### src/rtl/uart_rx_byte.sv
// uart_rx_byte: 8N1 UART receiver for the SNN image loader.
// Each received byte appears on rx_data with a one-cycle trigger pulse.
// Bytes are counted per image, and img_done pulses with the last byte of an image.
// Optional feature macro: UART_RX_FRAME_ERR_EN (stop-bit checking with frame_err).
module uart_rx_byte #(
  parameter int unsigned CLKS_PER_BIT  = 434,
  parameter int unsigned BYTES_PER_IMG = 98
) (
  input  logic       clk,
  input  logic       rst,
  input  logic       RX,
  output logic [7:0] rx_data,
  output logic       trigger,
  output logic       busy,
  output logic       img_done,
  output logic       frame_err
);

  localparam int unsigned CntW = (CLKS_PER_BIT > 1) ? $clog2(CLKS_PER_BIT) : 1;
  localparam int unsigned BcW  = (BYTES_PER_IMG > 1) ? $clog2(BYTES_PER_IMG) : 1;

  localparam logic [CntW-1:0] HalfLoad = CntW'(CLKS_PER_BIT / 2 - 1);
  localparam logic [CntW-1:0] FullLoad = CntW'(CLKS_PER_BIT - 1);
  localparam logic [BcW-1:0]  LastByte = BcW'(BYTES_PER_IMG - 1);

  typedef enum logic [1:0] {StIdle, StStart, StData, StStop} state_e;

  state_e          state;
  logic            rx_meta;
  logic            rx_s;
  logic [1:0]      sync_vld;  // marks rx_s as carrying a real pin sample, not the reset value
  logic            armed;
  logic [CntW-1:0] baud_cnt;
  logic [2:0]      bit_cnt;
  logic [7:0]      shreg;
  logic [BcW-1:0]  byte_cnt;
  logic            stop_ok;

  // The stop bit is only checked when the frame-error feature is built in.
`ifdef UART_RX_FRAME_ERR_EN
  assign stop_ok = rx_s;
`else
  assign stop_ok = 1'b1;
`endif

  // Synchroniser, arming, frame FSM, byte counter and registered outputs.
  always_ff @(posedge clk) begin
    if (rst) begin
      state     <= StIdle;
      rx_meta   <= 1'b1;
      rx_s      <= 1'b1;
      sync_vld  <= 2'b00;
      armed     <= 1'b0;
      baud_cnt  <= '0;
      bit_cnt   <= '0;
      shreg     <= '0;
      byte_cnt  <= '0;
      rx_data   <= 8'h00;
      trigger   <= 1'b0;
      busy      <= 1'b0;
      img_done  <= 1'b0;
      frame_err <= 1'b0;
    end else begin
      rx_meta   <= RX;
      rx_s      <= rx_meta;
      sync_vld  <= {sync_vld[0], 1'b1};
      trigger   <= 1'b0;
      img_done  <= 1'b0;
      frame_err <= 1'b0;

      // Arm only on a genuine idle-high sample so a line held low through reset
      // cannot start a frame.
      if (sync_vld[1] && rx_s) begin
        armed <= 1'b1;
      end

      unique case (state)
        StIdle: begin
          if (armed && !rx_s) begin
            state    <= StStart;
            baud_cnt <= HalfLoad;
            busy     <= 1'b1;
          end
        end

        StStart: begin
          if (baud_cnt == '0) begin
            if (!rx_s) begin
              state    <= StData;
              baud_cnt <= FullLoad;
              bit_cnt  <= '0;
            end else begin
              // Start bit vanished before mid-bit: treat as a glitch.
              state <= StIdle;
              busy  <= 1'b0;
            end
          end else begin
            baud_cnt <= baud_cnt - 1'b1;
          end
        end

        StData: begin
          if (baud_cnt == '0) begin
            shreg    <= {rx_s, shreg[7:1]};
            baud_cnt <= FullLoad;
            if (bit_cnt == 3'd7) begin
              state <= StStop;
            end else begin
              bit_cnt <= bit_cnt + 1'b1;
            end
          end else begin
            baud_cnt <= baud_cnt - 1'b1;
          end
        end

        StStop: begin
          if (baud_cnt == '0) begin
            state <= StIdle;
            busy  <= 1'b0;
            if (stop_ok) begin
              rx_data <= shreg;
              trigger <= 1'b1;
              if (byte_cnt == LastByte) begin
                byte_cnt <= '0;
                img_done <= 1'b1;
              end else begin
                byte_cnt <= byte_cnt + 1'b1;
              end
            end else begin
`ifdef UART_RX_FRAME_ERR_EN
              // Disarm so a held-low break yields a single error.
              frame_err <= 1'b1;
              armed     <= 1'b0;
`endif
            end
          end else begin
            baud_cnt <= baud_cnt - 1'b1;
          end
        end

        default: begin
          state <= StIdle;
          busy  <= 1'b0;
        end
      endcase
    end
  end

endmodule

### config.mk
export PLATFORM = sky130hd
export DESIGN_NAME = uart_rx_byte
export DESIGN_NICKNAME = d
export VERILOG_FILES = /design/src/rtl/uart_rx_byte.sv
export SDC_FILE = /design/constraint.sdc
export NUM_CORES = 1
export LEC_CHECK = 0
export ABC_AREA = 0
export CAP_MARGIN = 25
export CORE_ASPECT_RATIO = 1.4
export CORE_UTILIZATION = 51
export DETAILED_ROUTE_END_ITERATION = 16
export GPL_TIMING_DRIVEN = 0
export PLACE_DENSITY = 0.68
export SLEW_MARGIN = 25
export SYNTH_ARGS = -nofsm -noshare
export SYNTH_HDL_FRONTEND = slang
export SYNTH_SLANG_ARGS = --single-unit
### constraint.sdc
create_clock -name clk -period 5.15 [get_ports clk]
set_clock_uncertainty 0.2 [all_clocks]
set_input_delay 1.03 -clock clk [delete_from_list [all_inputs] [get_ports clk]]
set_output_delay 1.03 -clock clk [all_outputs]
set_load 0.005 [all_outputs]
==> impl_metrics.toml, run 1 <==
[placed_design]
hpwl_mm = 3.24
gp_congestion = 0.865
io_buffers = 12
place_area_um2 = 2360
pre_cts_ws_ns = 2.63

[die]
fp-row-count = 27
initial_core_util_pct = 54.4
die_height_um = 79.5
core_um2 = 4020
die_area_um2 = 4560
die_width_um = 57.3
design.portCount = 15

[final_layout]
postLayoutCellArea_um2 = 2500
drive_gt1_share_pct = 10.4
fill_cells = 372
syn_to_final_growth_pct = 14.3
finalNetCount = 280
final_common_cell = "dfxtp_1"
layout_common_cells = "dfxtp_1, a21oi_1, nor2_1, nand2_1, nand3_1"
insertedDiodeCount = 0

[clock_tree]
cts.sinks = 45
clockBufferDepth = 2
cts_resized = 0
path_clk_slew_ns = 0.08
insertion_delay_ns = 0.30
cts_made_buffers = 5
cts_max_level = 2
ctsHoldBuffers = 0
cts_setup_buffers = 0
cts_root_buffer = "clkbuf_8"
cts_tree = "built"

[drt]
drt-initial-drc-count = 78
vias = 1854
wl_per_cell_um = 14.7
firstDrtPassIters = 11
ant_nets = 0
drt_wl_total_mm = 4.59
routed_via_density = 5.94
drc = 2

[logic_synthesis]
ys.flop_type = "dfxtp_1"
synth_seq_cells = 45
synthTopCellsByArea = "dfxtp_1, a21oi_1, ha_1, nand3_1, nand2_1"
seq_area_frac_synth_pct = 41.2
synth_area_per_cell_um2 = 8.78
synth-warning-count = 0
synthDominantCellAreaShare_pct = 41.2
async_flop_share_pct = 0
syn-num-nets = 261
yosys.area.top_type = "dfxtp_1"
syn_area_um2 = 2190
netlist_instances = 249
yosysUniqueCellTypes = 58
synth-edff-count = 0

[pwr]
p_sw_mw = 0.272
clkPwrFrac_pct = 36.2
switching_share_pct = 30.4
power.total_mw = 0.893
ir_drop_v = 0.000155
power_density_nw_per_um2 = 358
comb_power_share_pct = 21.7
seqPwrFrac_pct = 42.1
p_leak_nw = 0.930
p_int_mw = 0.622

[sta]
rsz0062_at_grt = "false"
setup_slack_ns = 2.74
slew_violations = 0
finalCritPeriodShare_pct = 46.9
worst_pin_slew_ns = 0.592
fin_hold_ws_ns = 0.217
max_slew_margin_pct = 60.5
hold_viol = 0
clock.fmax_ghz = 0.414
fin_crit_ns = 2.41
setup_tns_ns = 0
setup_violations = 0

[status]
violations = "design-rule violations"
outcome = "complete, but fails checks"

[critical_path]
crit_buf_inv = 2
cp-end-kind = "flop"
worstPathArrival_ns = 2.46
max_stage_delay_ns = 0.48
cp_max_fo = 10
startpoint_type = "flop"
crit_required_ns = 5.19
cpMaxStageDelayCell = "nor4b_4"
critPathKind = "reg2reg"
cp_top_family = "simple AND/OR/NAND/NOR gates"
crit_chain = "inv_1, ha_1, buf_2, nor4b_4, nand3_1, a21oi_1, a32o_1"

[global_route]
antenna_found_initial = 0
grt_max_degree = 16
grt_first_pass_wirelength_mm = 8.07
grt_pass1_vias = 1696
gr-total-overflow = 0
track_usage_pct = 22.7

[worst_hold_path]
hold_class = "reg2reg"

[run]
cap_viol_max_count = 0
-- area by class of cell --
type                    instances  area, um2  area share, %
flip-flops and latches         45        901           36.1
inverters                       8       30.0           1.20
repair buffers                 12        120           4.81
clock inverters                 3       68.8           2.76
well taps                      43       53.8           2.15
plain buffers                  14       62.6           2.51
clock buffers                   5       68.8           2.76
multi-input cells             182       1190           47.7
-- sequential cells by signal (all words and copies together), names as in the netlist, named ones only --
register and flops:
trigger 1, byte_cnt 7, armed 1, busy 1
shreg 8, rx_meta 1, rx_s 1, sync_vld 2
img_done 1, baud_cnt 9, state 1, rx_data 8
bit_cnt 3
-- cell usage after synthesis, types with 3 or more instances --
cell type	n
a21o_1	4
a21oi_1	24
and3_1	3
buf_2	5
clkbuf_1	7
dfxtp_1	45
ha_1	9
inv_1	8
nand2_1	21
nand2b_1	4
nand3_1	17
nand4_1	6
nor2_1	21
nor2b_1	3
nor3_1	6
o21ai_0	6
or2_2	4
or3_1	3
xor2_1	4
-- per-layer routing --
layer  global-route usage, %  routed length [um]  part of all wire (%)  vias up
met5                       0                   0                     0        -
met4                    11.2                 114                   2.5        0
met3                    4.38                 151                   3.3       12
met2                    36.8                2260                    49       40
met1                    28.6                2060                    45      861
li1                        -                   -                     -      941
-- through the flow --
stage | utilization, % | std cells
after floorplan | - | 249
after global placement | 58.7 | 304
after detailed placement | 58.7 | 304
after CTS | 62.1 | 312
after global routing | 62.1 | 312
final | 62.1 | 312
-- worst paths after layout --
| path | start | end | slack, ns | cells after the start |
|---|---|---|---|---|
| setup / recovery | baud_cnt[0] | baud_cnt[0] | 2.74 | 7 |
| hold / removal | rx_meta | rx_s | 0.22 | 1 |
| setup reg to reg | baud_cnt[0] | baud_cnt[0] | 2.74 | 7 |
| hold reg to reg | rx_meta | rx_s | 0.22 | 1 |
-- kinds of logic after synthesis --
| family | count (synthesis) | synth area share [%] |
|---|---|---|
| and+or+nand+nor | 105 | 27.4 |
| AOI/OAI and AO/OA | 61 | 19.3 |
| DFF | 45 | 41.2 |
| buffers and inverters | 22 | 4.24 |
| adders and majority gates | 9 | 5.15 |
| xor gates and xnor gates | 4 | 1.60 |
| muxes | 2 | 0.916 |
| other | 1 | 0.172 |
-- power by group through the flow --
stage	sequential (mW)	combinational (mW)	clock (mW)
floorplan	0.380	0.148	0
global placement	0.384	0.192	0
detailed placement	0.384	0.192	0
CTS	0.376	0.194	0.330
global route	0.378	0.216	0.344
finish	0.376	0.194	0.324
Power figures use the tool's default switching activity.
==> run 2: changes to the inputs <==
==> constraint.sdc (replaced) <==
create_clock -name clk -period 2.3 [get_ports clk]
set_clock_uncertainty 0.2 [all_clocks]
set_input_delay 0.46 -clock clk [delete_from_list [all_inputs] [get_ports clk]]
set_output_delay 0.46 -clock clk [all_outputs]
set_load 0.005 [all_outputs]
==> impl_metrics.toml, run 2 (same netlist as run 1, synthesis figures left out) <==
[drt]
vias = 1902
drc = 2
routed_via_density = 5.93
wl_per_cell_um = 14.5
firstDrtPassIters = 10
ant_nets = 0
drt_wl_total_mm = 4.66
drt-initial-drc-count = 103

[final_layout]
final_util_pct = 64.7
layoutNonFillerInstCount = 321
insertedDiodeCount = 0
drive_gt1_share_pct = 15.1
finalNetCount = 289
regMostFlops = "baud_cnt"
syn_to_final_growth_pct = 18.9
largest_register_ffs = 9
largest_registers = "baud_cnt x9, rx_data x8, shreg x8"
postLayoutCellArea_um2 = 2600
final_common_cell = "dfxtp_1"
layout_common_cells = "dfxtp_1, a21oi_1, nor2_1, nand2_1, nand3_1"
fill_cells = 355

[clock_tree]
cts_tree = "built"
path_clk_slew_ns = 0.09
insertion_delay_ns = 0.30
cts.sinks = 45
cts_max_level = 2
cts_made_buffers = 5
cts_root_buffer = "clkbuf_8"
ctsHoldBuffers = 0
clockBufferDepth = 2

[critical_path]
r2r_start = "state[0]"
cp_max_fo = 6
worstReg2RegEnd = "baud_cnt[2]"
startpoint_type = "flop"
r2r_cells = 6
crit_required_ns = 2.29
cp-end-kind = "flop"
worstPathArrival_ns = 2.19
r2r_setup_slack_ns = 0.10
critPathKind = "reg2reg"

[global_route]
gr-total-overflow = 0
track_usage_pct = 22.8
antenna_found_initial = 0
grt_pass1_vias = 1693
grt_max_degree = 16
grt_first_pass_wirelength_mm = 8.11

[pwr]
ir_drop_v = 0.000380
p_sw_mw = 0.625
switching_share_pct = 29.9
p_leak_nw = 0.972
seqPwrFrac_pct = 40.3
power_density_nw_per_um2 = 804
comb_power_share_pct = 25.3
clkPwrFrac_pct = 34.4
p_int_mw = 1.46

[placed_design]
hpwl_mm = 3.24
io_buffers = 12
place_area_um2 = 2360
placed_cells = 304
gp_congestion = 0.865

[die]
die_width_um = 57.3
fp-row-count = 27
die_height_um = 79.5
design.portCount = 15
die_area_um2 = 4560
initial_core_util_pct = 54.4
core_um2 = 4020

[worst_hold_path]
hold_path_end = "rx_s"
hold_class = "reg2reg"
hold_start = "rx_meta"
hold_depth = 1

[sta]
finalCritPeriodShare_pct = 95.5
worst_pin_slew_ns = 0.554
fin_hold_ws_ns = 0.218
clock.fmax_ghz = 0.455
slew_violations = 0
setup_violations = 0
rsz0062_at_grt = "false"
hold_viol = 0
fin_crit_ns = 2.20
max_slew_margin_pct = 63.0

[status]
outcome = "complete, but fails checks"
violations = "design-rule violations"

[run]
cap_viol_max_count = 0
run 2: cell types whose count changed in the layout (fill, tap and decap cells not counted), moves of 2 or more:
| cell | change |
|---|---|
| buf_4 | +9 |
| a22oi_2 | +2 |
| a22oi_1 | -2 |
| buf_2 | -2 |
run 2: worst max-delay path by stage:
| stage | start | end | slack [ns] |
|---|---|---|---|
| 2_1_floorplan | baud_cnt[0] | bit_cnt[1] | 0.18 |
| 3_3_place_gp | baud_cnt[0] | baud_cnt[2] | -0.1 |
| 3_5_place_dp | baud_cnt[0] | baud_cnt[5] | -0.11 |
| 4_1_cts | baud_cnt[0] | bit_cnt[2] | 0.004 |
| 5_1_grt | baud_cnt[0] | busy | 0.02 |
| 6_report | state[0] | baud_cnt[2] | 0.10 |
run 2: power by group through the flow:
stage	Combinational, mW	Sequential (mW)	Clock, mW
2_1_floorplan	0.332	0.852	0
3_3_place_gp	0.431	0.859	0
3_5_place_dp	0.430	0.859	0
4_1_cts	0.451	0.841	0.739
5_1_grt	0.585	0.847	0.770
6_report	0.530	0.842	0.718
run 2: worst max-delay path, stage by stage (launching register included):
cell     delay (ns)
dfxtp_1        0.36
inv_1          0.10
ha_1           0.38
nor2_1         0.41
nor3_2         0.14
and4b_1        0.24
a211o_1        0.25
run 2: layout make-up:
| type | count | area, um2 | area share, % |
|---|---|---|---|
| Clock inverter | 3 | 68.8 | 2.65 |
| Clock buffer | 5 | 68.8 | 2.65 |
| Tap cell | 43 | 53.8 | 2.07 |
| Inverter | 8 | 30.0 | 1.15 |
| Sequential cell | 45 | 902 | 34.7 |
| Timing Repair Buffer | 21 | 188 | 7.22 |
| Multi-Input combinational cell | 182 | 1220 | 46.8 |
| Buffer | 14 | 71.3 | 2.74 |
run 2: metal layers:
layer / wire length [um] / GRT usage [%] / up-vias / share of wire (%)
met5: 0 / 0 / - / 0
met2: 2280 / 36.8 / 48 / 49
met4: 117 / 11.5 / 0 / 2.5
met3: 189 / 4.38 / 11 / 4.1
li1: - / - / 958 / -
met1: 2070 / 28.7 / 885 / 45
run 2: repair_timing:
item                       4_1_cts  5_1_grt
buffers inserted                 2        7
setup endpoints to repair       15       28
pin swaps                        0        7
gates resized for setup          0       11
run 2: metrics by stage:
step	power (mW)	setup slack [ns]	setup TNS, ns
floorplan	1.18	0.181	0
global placement	1.29	-0.0970	-0.590
detailed placement	1.29	-0.112	-0.857
CTS	2.03	0.00446	0
global route	2.20	0.0152	0
finish	2.09	0.103	0
